### src/rtl/hls_snn_deadlock_pkg.sv
// ---------------------------------------------------------------------------
// hls_snn_deadlock_pkg
// Shared definitions for the parametrised hls_snn deadlock monitor:
//   - state_t            : monitor FSM state encoding (IDLE / COUNT / BLOCKED)
//   - DEFAULT_AXIS_MASK  : default participation mask for the six AXIS inputs
//   - cnt_width()        : width of a counter that must hold 0..limit
// ---------------------------------------------------------------------------
package hls_snn_deadlock_pkg;

    typedef enum logic [1:0] {
        ST_IDLE    = 2'd0,
        ST_COUNT   = 2'd1,
        ST_BLOCKED = 2'd2
    } state_t;

    // Channels 0 and 1 are control-side streams that legitimately stall for
    // long periods, so they are excluded from deadlock detection by default.
    localparam logic [5:0] DEFAULT_AXIS_MASK = 6'b111100;

    function automatic int unsigned cnt_width(input int unsigned limit);
        return $clog2(limit + 1);
    endfunction

endpackage

### src/rtl/hls_snn_deadlock_persist_cnt.sv
// ---------------------------------------------------------------------------
// hls_snn_deadlock_persist_cnt
// Saturating counter of consecutive cycles on which event_in was sampled high.
// Any low sample returns the count to zero. term is combinational and says
// "this edge will be (at least) the LIMIT-th consecutive high sample".
//
// Parameters:
//   LIMIT   saturation value / required run length (>= 1)
// Ports:
//   clock     in   rising-edge clock
//   reset     in   asynchronous active-high reset
//   event_in  in   qualifying event for the current cycle
//   term      out  event_in high and run length reaches LIMIT at this edge
// ---------------------------------------------------------------------------
module hls_snn_deadlock_persist_cnt
    import hls_snn_deadlock_pkg::*;
#(
    parameter int unsigned LIMIT = 1
) (
    input  logic clock,
    input  logic reset,
    input  logic event_in,
    output logic term
);

    localparam int unsigned CNT_W = cnt_width(LIMIT);

    // One extra bit so cnt+1 can never wrap before the compare.
    localparam logic [CNT_W:0] LIMIT_V = (CNT_W + 1)'(LIMIT);
    localparam logic [CNT_W:0] ONE_V   = (CNT_W + 1)'(1);

    logic [CNT_W-1:0] cnt_reg;
    logic [CNT_W-1:0] cnt_next;
    logic [CNT_W:0]   cnt_inc;
    logic             at_limit;

    assign cnt_inc  = {1'b0, cnt_reg} + ONE_V;
    assign at_limit = (cnt_inc >= LIMIT_V);
    assign term     = event_in && at_limit;

    always_comb begin
        cnt_next = cnt_reg;
        if (!event_in) begin
            cnt_next = '0;
        end else if (at_limit) begin
            cnt_next = LIMIT_V[CNT_W-1:0];
        end else begin
            cnt_next = cnt_inc[CNT_W-1:0];
        end
    end

    always_ff @(posedge clock or posedge reset) begin
        if (reset) begin
            cnt_reg <= '0;
        end else begin
            cnt_reg <= cnt_next;
        end
    end

endmodule

### src/rtl/hls_snn_deadlock_monitor_param.sv
// ---------------------------------------------------------------------------
// hls_snn_deadlock_monitor_param
// Parametrised deadlock monitor for the hls_snn co-simulation/debug layer.
// A candidate condition (any participating AXIS channel blocked, or any child
// monitor blocked) must persist for PERSIST_CYCLES consecutive edges before
// block asserts. A sticky flag and a first-event source snapshot are kept for
// post-mortem debug. Instances chain by feeding block into a parent's
// inst_block_sigs.
//
// Build option:
//   HLS_SNN_DEADLOCK_IDLE_QUAL_EN  when defined, a fully idle instance set
//                                  (&inst_idle_sigs) suppresses the candidate;
//                                  otherwise inst_idle_sigs is ignored.
//
// Ports:
//   clock            in   rising-edge clock
//   reset            in   asynchronous active-high reset
//   axis_block_sigs  in   [N_AXIS] per-channel stream block indications
//   inst_idle_sigs   in   [N_INST] per-instance idle indications
//   inst_block_sigs  in   [N_SUB]  block outputs of child monitors
//   clear            in   synchronous clear of block_sticky / block_src
//   block            out  live deadlock indication (registered)
//   block_sticky     out  set on first block assertion, held until clear
//   block_src        out  [N_AXIS+N_SUB] {inst_block_sigs, masked axis}
//                         captured on first assertion
// ---------------------------------------------------------------------------
module hls_snn_deadlock_monitor_param
    import hls_snn_deadlock_pkg::*;
#(
    parameter int unsigned          N_AXIS         = 6,
    parameter int unsigned          N_INST         = 4,
    parameter int unsigned          N_SUB          = 1,
    parameter logic [N_AXIS-1:0]    AXIS_MASK      = DEFAULT_AXIS_MASK,
    parameter int unsigned          PERSIST_CYCLES = 1
) (
    input  logic                    clock,
    input  logic                    reset,
    input  logic [N_AXIS-1:0]       axis_block_sigs,
    input  logic [N_INST-1:0]       inst_idle_sigs,
    input  logic [N_SUB-1:0]        inst_block_sigs,
    input  logic                    clear,
    output logic                    block,
    output logic                    block_sticky,
    output logic [N_AXIS+N_SUB-1:0] block_src
);

    localparam int unsigned SRC_W = N_AXIS + N_SUB;

    // ------------------------------------------------------------------
    // Source reduction
    // ------------------------------------------------------------------
    logic [N_AXIS-1:0] masked_axis;
    logic [SRC_W-1:0]  src_vec;
    logic              raw_cand;
    logic              cand;

    // Masked-off channels are tied to zero so they can neither trigger the
    // monitor nor show up in the captured source vector.
    generate
        for (genvar gi = 0; gi < int'(N_AXIS); gi++) begin : g_mask
            if (AXIS_MASK[gi]) begin : g_on
                assign masked_axis[gi] = axis_block_sigs[gi];
            end else begin : g_off
                assign masked_axis[gi] = 1'b0;
            end
        end
    endgenerate

    assign src_vec  = {inst_block_sigs, masked_axis};
    assign raw_cand = |src_vec;

`ifdef HLS_SNN_DEADLOCK_IDLE_QUAL_EN
    // Every instance idle means nothing is waiting on anything: not a deadlock.
    assign cand = raw_cand && !(&inst_idle_sigs);
`else
    logic unused_idle;
    assign unused_idle = &inst_idle_sigs;
    assign cand        = raw_cand;
`endif

    // ------------------------------------------------------------------
    // Persistence counter
    // ------------------------------------------------------------------
    logic term;

    hls_snn_deadlock_persist_cnt #(
        .LIMIT    (PERSIST_CYCLES)
    ) u_persist_cnt (
        .clock    (clock),
        .reset    (reset),
        .event_in (cand),
        .term     (term)
    );

    // ------------------------------------------------------------------
    // FSM
    // ------------------------------------------------------------------
    state_t state_reg;
    state_t state_next;

    always_comb begin
        state_next = state_reg;
        unique case (state_reg)
            ST_IDLE: begin
                if (cand) begin
                    state_next = term ? ST_BLOCKED : ST_COUNT;
                end
            end
            ST_COUNT: begin
                if (!cand) begin
                    state_next = ST_IDLE;
                end else if (term) begin
                    state_next = ST_BLOCKED;
                end
            end
            ST_BLOCKED: begin
                if (!cand) begin
                    state_next = ST_IDLE;
                end
            end
            default: begin
                state_next = ST_IDLE;
            end
        endcase
    end

    logic entering_blocked;
    assign entering_blocked = (state_next == ST_BLOCKED) && (state_reg != ST_BLOCKED);

    // ------------------------------------------------------------------
    // Sticky flag and first-event capture
    // ------------------------------------------------------------------
    logic             block_reg;
    logic             sticky_reg;
    logic             sticky_next;
    logic [SRC_W-1:0] src_reg;
    logic [SRC_W-1:0] src_next;

    // A new BLOCKED entry on the same edge as clear re-arms the capture, so
    // the snapshot then reflects the event that just happened.
    always_comb begin
        sticky_next = sticky_reg;
        src_next    = src_reg;
        if (entering_blocked && (!sticky_reg || clear)) begin
            sticky_next = 1'b1;
            src_next    = src_vec;
        end else if (clear) begin
            sticky_next = 1'b0;
            src_next    = '0;
        end
    end

    always_ff @(posedge clock or posedge reset) begin
        if (reset) begin
            state_reg  <= ST_IDLE;
            block_reg  <= 1'b0;
            sticky_reg <= 1'b0;
            src_reg    <= '0;
        end else begin
            state_reg  <= state_next;
            block_reg  <= (state_next == ST_BLOCKED);
            sticky_reg <= sticky_next;
            src_reg    <= src_next;
        end
    end

    assign block        = block_reg;
    assign block_sticky = sticky_reg;
    assign block_src    = src_reg;

endmodule
### config.mk
export PLATFORM = sky130hd
export DESIGN_NAME = hls_snn_deadlock_monitor_param
export DESIGN_NICKNAME = d
export VERILOG_FILES = /design/src/rtl/hls_snn_deadlock_pkg.sv /design/src/rtl/hls_snn_deadlock_persist_cnt.sv /design/src/rtl/hls_snn_deadlock_monitor_param.sv
export SDC_FILE = /design/constraint.sdc
export NUM_CORES = 1
export LEC_CHECK = 0
export CAP_MARGIN = 5
export CELL_PAD_IN_SITES_DETAIL_PLACEMENT = 1
export CELL_PAD_IN_SITES_GLOBAL_PLACEMENT = 2
export CORE_MARGIN = 2
export CORE_UTILIZATION = 21
export DETAILED_ROUTE_END_ITERATION = 12
export HOLD_SLACK_MARGIN = 0.05
export PLACE_DENSITY = 0.74
export RECOVER_POWER = 25
export SLEW_MARGIN = 15
export SYNTH_ARGS = -nofsm -noshare
export SYNTH_HDL_FRONTEND = slang
export SYNTH_SLANG_ARGS = --single-unit
### constraint.sdc
create_clock -name clock -period 1.4 [get_ports clock]
set_input_delay 0.21 -clock clock [delete_from_list [all_inputs] [get_ports clock]]
set_output_delay 0.21 -clock clock [all_outputs]
set_load 0.02 [all_outputs]
==> results of run 1 <==
[where the power goes]
part           switching, W  internal [W]
logic             0.0000740     0.0000595
registers         0.0000161      0.000285
clock network     0.0000880      0.000110
[how the worst min path moves through the flow]
| stage | to | slack [ns] | depth (start not counted) |
|---|---|---|---|
| 3_3_place_gp | state_reg[1] | 0.42 | 1 |
| 3_5_place_dp | block | 0.43 | 1 |
| 5_1_grt | block_src[6] | 0.38 | 2 |
| 4_1_cts | block_src[6] | 0.22 | 2 |
| 6_report | block_src[6] | 0.35 | 2 |
| 2_1_floorplan | block | 0.04 | 1 |
[metrics by stage]
step | util (%) | hold slack (ns)
2_1_floorplan | - | 0.03792
3_3_place_gp | 32.34 | 0.4224
3_5_place_dp | 32.34 | 0.4325
4_1_cts | 33.40 | 0.2227
5_1_grt | 33.55 | 0.3795
6_report | 33.55 | 0.3497
[logic make-up (layout without fill, tap and decap cells)]
kind of cell	count (synthesis)	after routing	synth area share [%]
AOI/OAI and AO/OA	9	9	16.30
buffers and inverters	9	26	10.34
and+or+nand+nor	8	8	15.99
DFF	9	9	56.43
other	1	3	0.9395
[final cells by class]
cell class / count / area (um^2) / area share (%)
inverters: 7 / 26.28 / 4.440
well taps: 25 / 31.28 / 5.285
multi-input cells: 20 / 140.1 / 23.68
flip-flops and latches: 9 / 225.2 / 38.05
clock buffers: 4 / 26.28 / 4.440
repair buffers: 15 / 142.6 / 24.10
[repair_timing]
| item | in CTS | in global routing |
|---|---|---|
| endpoints found under the setup margin | 6 | 1 |
| hold buffers | 0 | 0 |
| gates resized for setup | 6 | 1 |
| buffers inserted | 0 | 0 |
[cell usage after synthesis]
| library cell | number | share of area (%) |
|---|---|---|
| nand2b_1 | 1 | 1.6 |
| conb_1 | 1 | 0.94 |
| a211oi_2 | 1 | 3.1 |
| nor4_2 | 1 | 3.1 |
| nand3b_1 | 5 | 9.4 |
| buf_4 | 2 | 3.8 |
| o21ai_0 | 1 | 1.3 |
| o31ai_1 | 5 | 9.4 |
| and2_2 | 1 | 1.9 |
| inv_1 | 7 | 6.6 |
| a21oi_1 | 2 | 2.5 |
| dfrtp_1 | 9 | 56 |
[metal layers]
layer | track usage, % | vias to the layer above
met1 | 12.76 | 147
met4 | 6.486 | 0
li1 | - | 157
met3 | 2.264 | 2
met5 | 0 | -
met2 | 15.41 | 12
==> flow_summary.json, run 1 <==
{
  "status": "completed",
  "dp.cells": 76,
  "num_vias": 318,
  "clk_latency_ns": 0.26,
  "final_common_cell": "dfrtp_1",
  "final_area_um2": 591.8,
  "synth_cells": 36,
  "setup_viol_count_final": 0,
  "clkTransAtPathRegs_ns": 0.06,
  "ys_ff_latch": 9,
  "fin_ws_ns": 0.1731,
  "dieArea_mm2": 0.002265,
  "critPathCaptureType": "register",
  "start_util_pct": 22.62,
  "arrival_ns": 1.39,
  "hpwl_um": 660.3,
  "crit_chain": "clkdlybuf4s50_1 > nor4_2 > a211oi_2 > o31ai_1",
  "syn-cell-area_um2": 399.1,
  "worstReg2RegStart": "state_reg[1]",
  "synth_cell_type_count": 12,
  "area_growth_pct": 48.28,
  "wire_per_inst_um": 10.60,
  "period_needed_ns": 1.227,
  "viasPerCell": 3.975,
  "nNetsFinal": 70,
  "slew_viol_final": 0,
  "tns_ns": 0,
  "fmax_mhz": 815.0,
  "hold_viol_final": 0,
  "h-tree-depth": 1,
  "yosysWarnings": 0,
  "startpoint_type": "input port",
  "track_usage_pct": 10.07,
  "required_ns": 1.57,
  "largest_reg_flops": 5,
  "wl_met3_um": 46,
  "power.density_mw_per_mm2": 1069,
  "wl_met1_um": 403,
  "critPathTopFamily": "buffers and inverters",
  "peakVddDrop_mv": 0.3589,
  "core_area_mm2": 0.001764,
  "final_cell_mix": "dfrtp_1 (9), inv_1 (7), clkdlybuf4s50_1 (6), dlygate4sd2_1 (6)",
  "antenna_found_initial": 0,
  "reg2reg_depth": 2,
  "crit_fanout": 5,
  "rr_endpoint": "block_src[6]",
  "skew_ns": 0.006660,
  "drtIter0Drc": 5,
  "drc": 0,
  "crit_buf_inv": 1,
  "worst_path_largest_cell_delay_ns": 0.44,
  "drive_gt1_share_pct": 12.73,
  "grt_pass1_vias": 347,
  "die_h_um": 47.60,
  "pin_count": 23,
  "io_buffers": 14,
  "num_rows": 15,
  "gp_congestion": 0.6816,
  "grt.overflow.total": 0,
  "slowest_stage": "clkdlybuf4s50_1",
  "grt_pass1_wl_um": 1518,
  "r2r_slack_ns": 0.35,
  "startpoint": "axis_block_sigs[5]",
  "cts_inserted_buffers": 3,
  "finalNonFillerCells": 80,
  "routed_wl_um": 848,
  "cts_tree": "done",
  "drv_cap": 0,
  "drtPass1Iterations": 2,
  "n_fill_cell": 220,
  "num_antenna_cells": 0,
  "timing.final.crit_share_pct": 87.64,
  "crit_end": "block_src[6]",
  "cts.root.buffer_cell": "clkbuf_4",
  "grt_max_degree": 10,
  "clockBufferDepth": 2,
  "postSynthAreaPerCell_um2": 11.09,
  "die_w_um": 47.60,
  "placed_cell_area_um2": 570.5,
  "power.leakage_nw": 0.2716,
  "wl_met2_um": 392,
  "pre_cts_slack_ns": -0.1272,
  "critical_path_class": "in -> reg",
  "hold_class": "in -> async",
  "yosysSeqAreaShare_pct": 56.43,
  "rsz0062_at_grt": "false",
  "p_total_w": 0.0006325,
  "highest_layer": "met4",
  "antenna_left": 0,
  "clock_sinks": 9,
  "crit_cells": 4
}
Note: power is estimated with default switching activity, not from simulation.
==> inputs of run 2 (changes only) <==
--- a/config.mk
+++ b/config.mk
@@ -9,7 +9,7 @@
 export CELL_PAD_IN_SITES_DETAIL_PLACEMENT = 1
 export CELL_PAD_IN_SITES_GLOBAL_PLACEMENT = 2
 export CORE_MARGIN = 2
-export CORE_UTILIZATION = 21
+export CORE_UTILIZATION = 22
 export DETAILED_ROUTE_END_ITERATION = 12
 export HOLD_SLACK_MARGIN = 0.05
 export PLACE_DENSITY = 0.74
@@ -17,4 +17,5 @@
 export SLEW_MARGIN = 15
 export SYNTH_ARGS = -nofsm -noshare
 export SYNTH_HDL_FRONTEND = slang
+export SYNTH_HIERARCHICAL = 1
 export SYNTH_SLANG_ARGS = --single-unit
==> run 2 against run 1 <==
- sequential cell count is the same
- clock skew shrank 0.0043 ns
- first-iteration DRC count shrank 60%
- register-to-register slack lost 0.09 ns
- power grew 72%
- wire length grew 27%
- clock power grew 3%
- synthesized area grew 10%
- largest power group is now combinational logic
==> flow_summary.json, run 2 <==
{
  "status": "completed",
  "io_buffers": 14,
  "wire_per_inst_um": 11.79,
  "final_cell_mix": "dfrtp_1 (9), dlygate4sd2_1 (9), inv_1 (6), buf_4 (6)",
  "critPathCaptureType": "output port",
  "setup_viol_count_final": 0,
  "dieArea_mm2": 0.002370,
  "async_reset_ff_share_pct": 100.0,
  "crit_buf_inv": 1,
  "start_util_pct": 22.85,
  "slowest_stage": "dfrtp_1",
  "syn-cell-area_um2": 439.2,
  "fin_util_pct": 35.03,
  "yosysTopAreaCell": "dfrtp_1",
  "dp.cells": 87,
  "largest_reg_flops": 5,
  "power.leakage_nw": 0.3395,
  "grt_pass1_vias": 421,
  "cts.root.buffer_cell": "clkbuf_4",
  "grt.overflow.total": 0,
  "grt_max_degree": 10,
  "pin_count": 23,
  "n_fill_cell": 245,
  "drtIter0Drc": 2,
  "worstReg2RegStart": "state_reg[1]",
  "startpoint_type": "register",
  "ys_ff_latch": 9,
  "synthMostInstantiatedCell": "dfrtp_1",
  "die_w_um": 48.68,
  "antenna_found_initial": 0,
  "clockBufferDepth": 2,
  "synth_commonest_cells": "dfrtp_1 (9), inv_1 (7), nand3_1 (5), o31ai_1 (5), buf_4 (3)",
  "clock_sinks": 9,
  "pwr-share-clk_pct": 18.8,
  "arrival_ns": 1.03,
  "antenna_left": 0,
  "grt_pass1_wl_um": 1918,
  "worst_path_largest_cell_delay_ns": 0.42,
  "num_rows": 16,
  "tns_ns": 0,
  "p_seq_share_pct": 37.2,
  "peakVddDrop_mv": 0.5620,
  "holdPathEnd": "block_src[5]",
  "reg2reg_depth": 3,
  "routed_wl_um": 1073,
  "fmax_mhz": 806.1,
  "combPwrFrac_pct": 44.1,
  "hold_class": "in -> reg",
  "crit_fanout": 3,
  "synth_edf_count": 0,
  "timing.final.crit_share_pct": 88.61,
  "skew_ns": 0.002372,
  "nNetsFinal": 79,
  "clk_latency_ns": 0.26,
  "drive_gt1_share_pct": 25.00,
  "whs_path_depth": 3,
  "synth_cells": 42,
  "num_vias": 367,
  "rr_endpoint": "block_src[2]",
  "synth_cell_type_count": 16,
  "period_needed_ns": 1.241,
  "postCtsSetupBuffers": 0,
  "worstHoldStart": "axis_block_sigs[5]",
  "gp_congestion": 0.7326,
  "hpwl_um": 906.3,
  "synth_top_area_share_pct": 51.28,
  "yosysWarnings": 6,
  "yosysSeqAreaShare_pct": 51.28,
  "cts_tree": "done",
  "hold_viol_final": 0,
  "seq_area_um2": 225.2,
  "power.density_mw_per_mm2": 1616,
  "multi_input_area_um2": 178.9,
  "rsz0062_at_grt": "false",
  "h-tree-depth": 1,
  "switching_share_pct": 39.03,
  "synth_area_leaders": "dfrtp_1 (51%), o31ai_1 (8.5%), inv_1 (6.0%), nand3_1 (5.7%), buf_4 (5.1%)",
  "drv_cap": 0,
  "postSynthAreaPerCell_um2": 10.46,
  "die_h_um": 48.68,
  "power.internal_w": 0.0006631,
  "switchingPower_w": 0.0004244,
  "synth_ff_type": "dfrtp_1",
  "critPathTopFamily": "flip-flops",
  "track_usage_pct": 10.95,
  "crit_chain": "dlygate4sd2_1",
  "area_growth_pct": 53.28,
  "cts_inserted_buffers": 3,
  "slew_viol_final": 0,
  "viasPerCell": 4.033,
  "core_area_mm2": 0.001922,
  "required_ns": 1.19,
  "clkTransAtPathRegs_ns": 0.06,
  "finalNonFillerCells": 91,
  "r2r_slack_ns": 0.26,
  "drtPass1Iterations": 2,
  "critical_path_class": "reg -> out",
  "drc": 0,
  "num_antenna_cells": 0
}
==> run 2: layout make-up <==
type	count	area share, %
Tap cell	27	5.019
Inverter	7	3.903
Multi-Input combinational cell	24	26.58
Timing Repair Buffer	20	26.95
Clock inverter	1	0.7435
Sequential cell	9	33.46
Clock buffer	3	3.346
==> run 2: power groups by stage <==
stage	combinational, W	sequential [W]	clock, W
3_5_place_dp	0.000544	0.000416	0
4_1_cts	0.000489	0.000408	0.000215
5_1_grt	0.000528	0.000419	0.000234
6_report	0.000479	0.000404	0.000204
3_3_place_gp	0.000535	0.000410	0
2_1_floorplan	0.000188	0.000502	0
==> run 2: cell families after synthesis <==
| family | count (synthesis) | share of synthesized area (%) |
|---|---|---|
| flops | 9 | 51.28 |
| simple gates | 13 | 20.23 |
| buf+inv | 10 | 11.11 |
| other cells | 1 | 0.8539 |
| compound gates | 9 | 16.52 |
==> run 2: worst max-delay path by stage <==
stage	slack [ns]	cells after the start	to	start
floorplan	0.16	7	block_src[2]	axis_block_sigs[2]
global placement	-0.32	7	block_src[2]	axis_block_sigs[3]
detailed placement	-0.38	7	block_src[2]	axis_block_sigs[2]
CTS	0.02	7	block_src[2]	inst_block_sigs
global route	0.12	1	block_sticky	block_sticky
finish	0.16	1	block_sticky	block_sticky
==> run 2: metrics by stage <==
stage / hold slack [ns] / cell area, um^2 / total power (W) / worst slack (ns)
after CTS: 0.2286 / 658.1 / 0.001111 / 0.01744
after global routing: 0.2987 / 673.1 / 0.001180 / 0.1202
final: 0.2750 / 673.1 / 0.001088 / 0.1595
after floorplan: 0.03792 / 442.9 / 0.0006898 / 0.1582
after global placement: 0.4845 / 639.4 / 0.0009448 / -0.3185
after detailed placement: 0.4929 / 639.4 / 0.0009606 / -0.3819
==> run 2: what timing repair did <==
action,in CTS,in global routing
hold endpoints to repair,0,0
setup endpoints to repair,12,5
pin swaps,1,1
gates resized for setup,11,5
hold buffers,0,0
==> run 2: per-layer routing <==
metal | vias up | global-route usage, % | wire [um]
li1 | 179 | - | -
met1 | 173 | 12.92 | 437
met2 | 13 | 16.67 | 519
met3 | 2 | 4.012 | 95
met4 | 0 | 7.143 | 21
met5 | - | 0 | 0
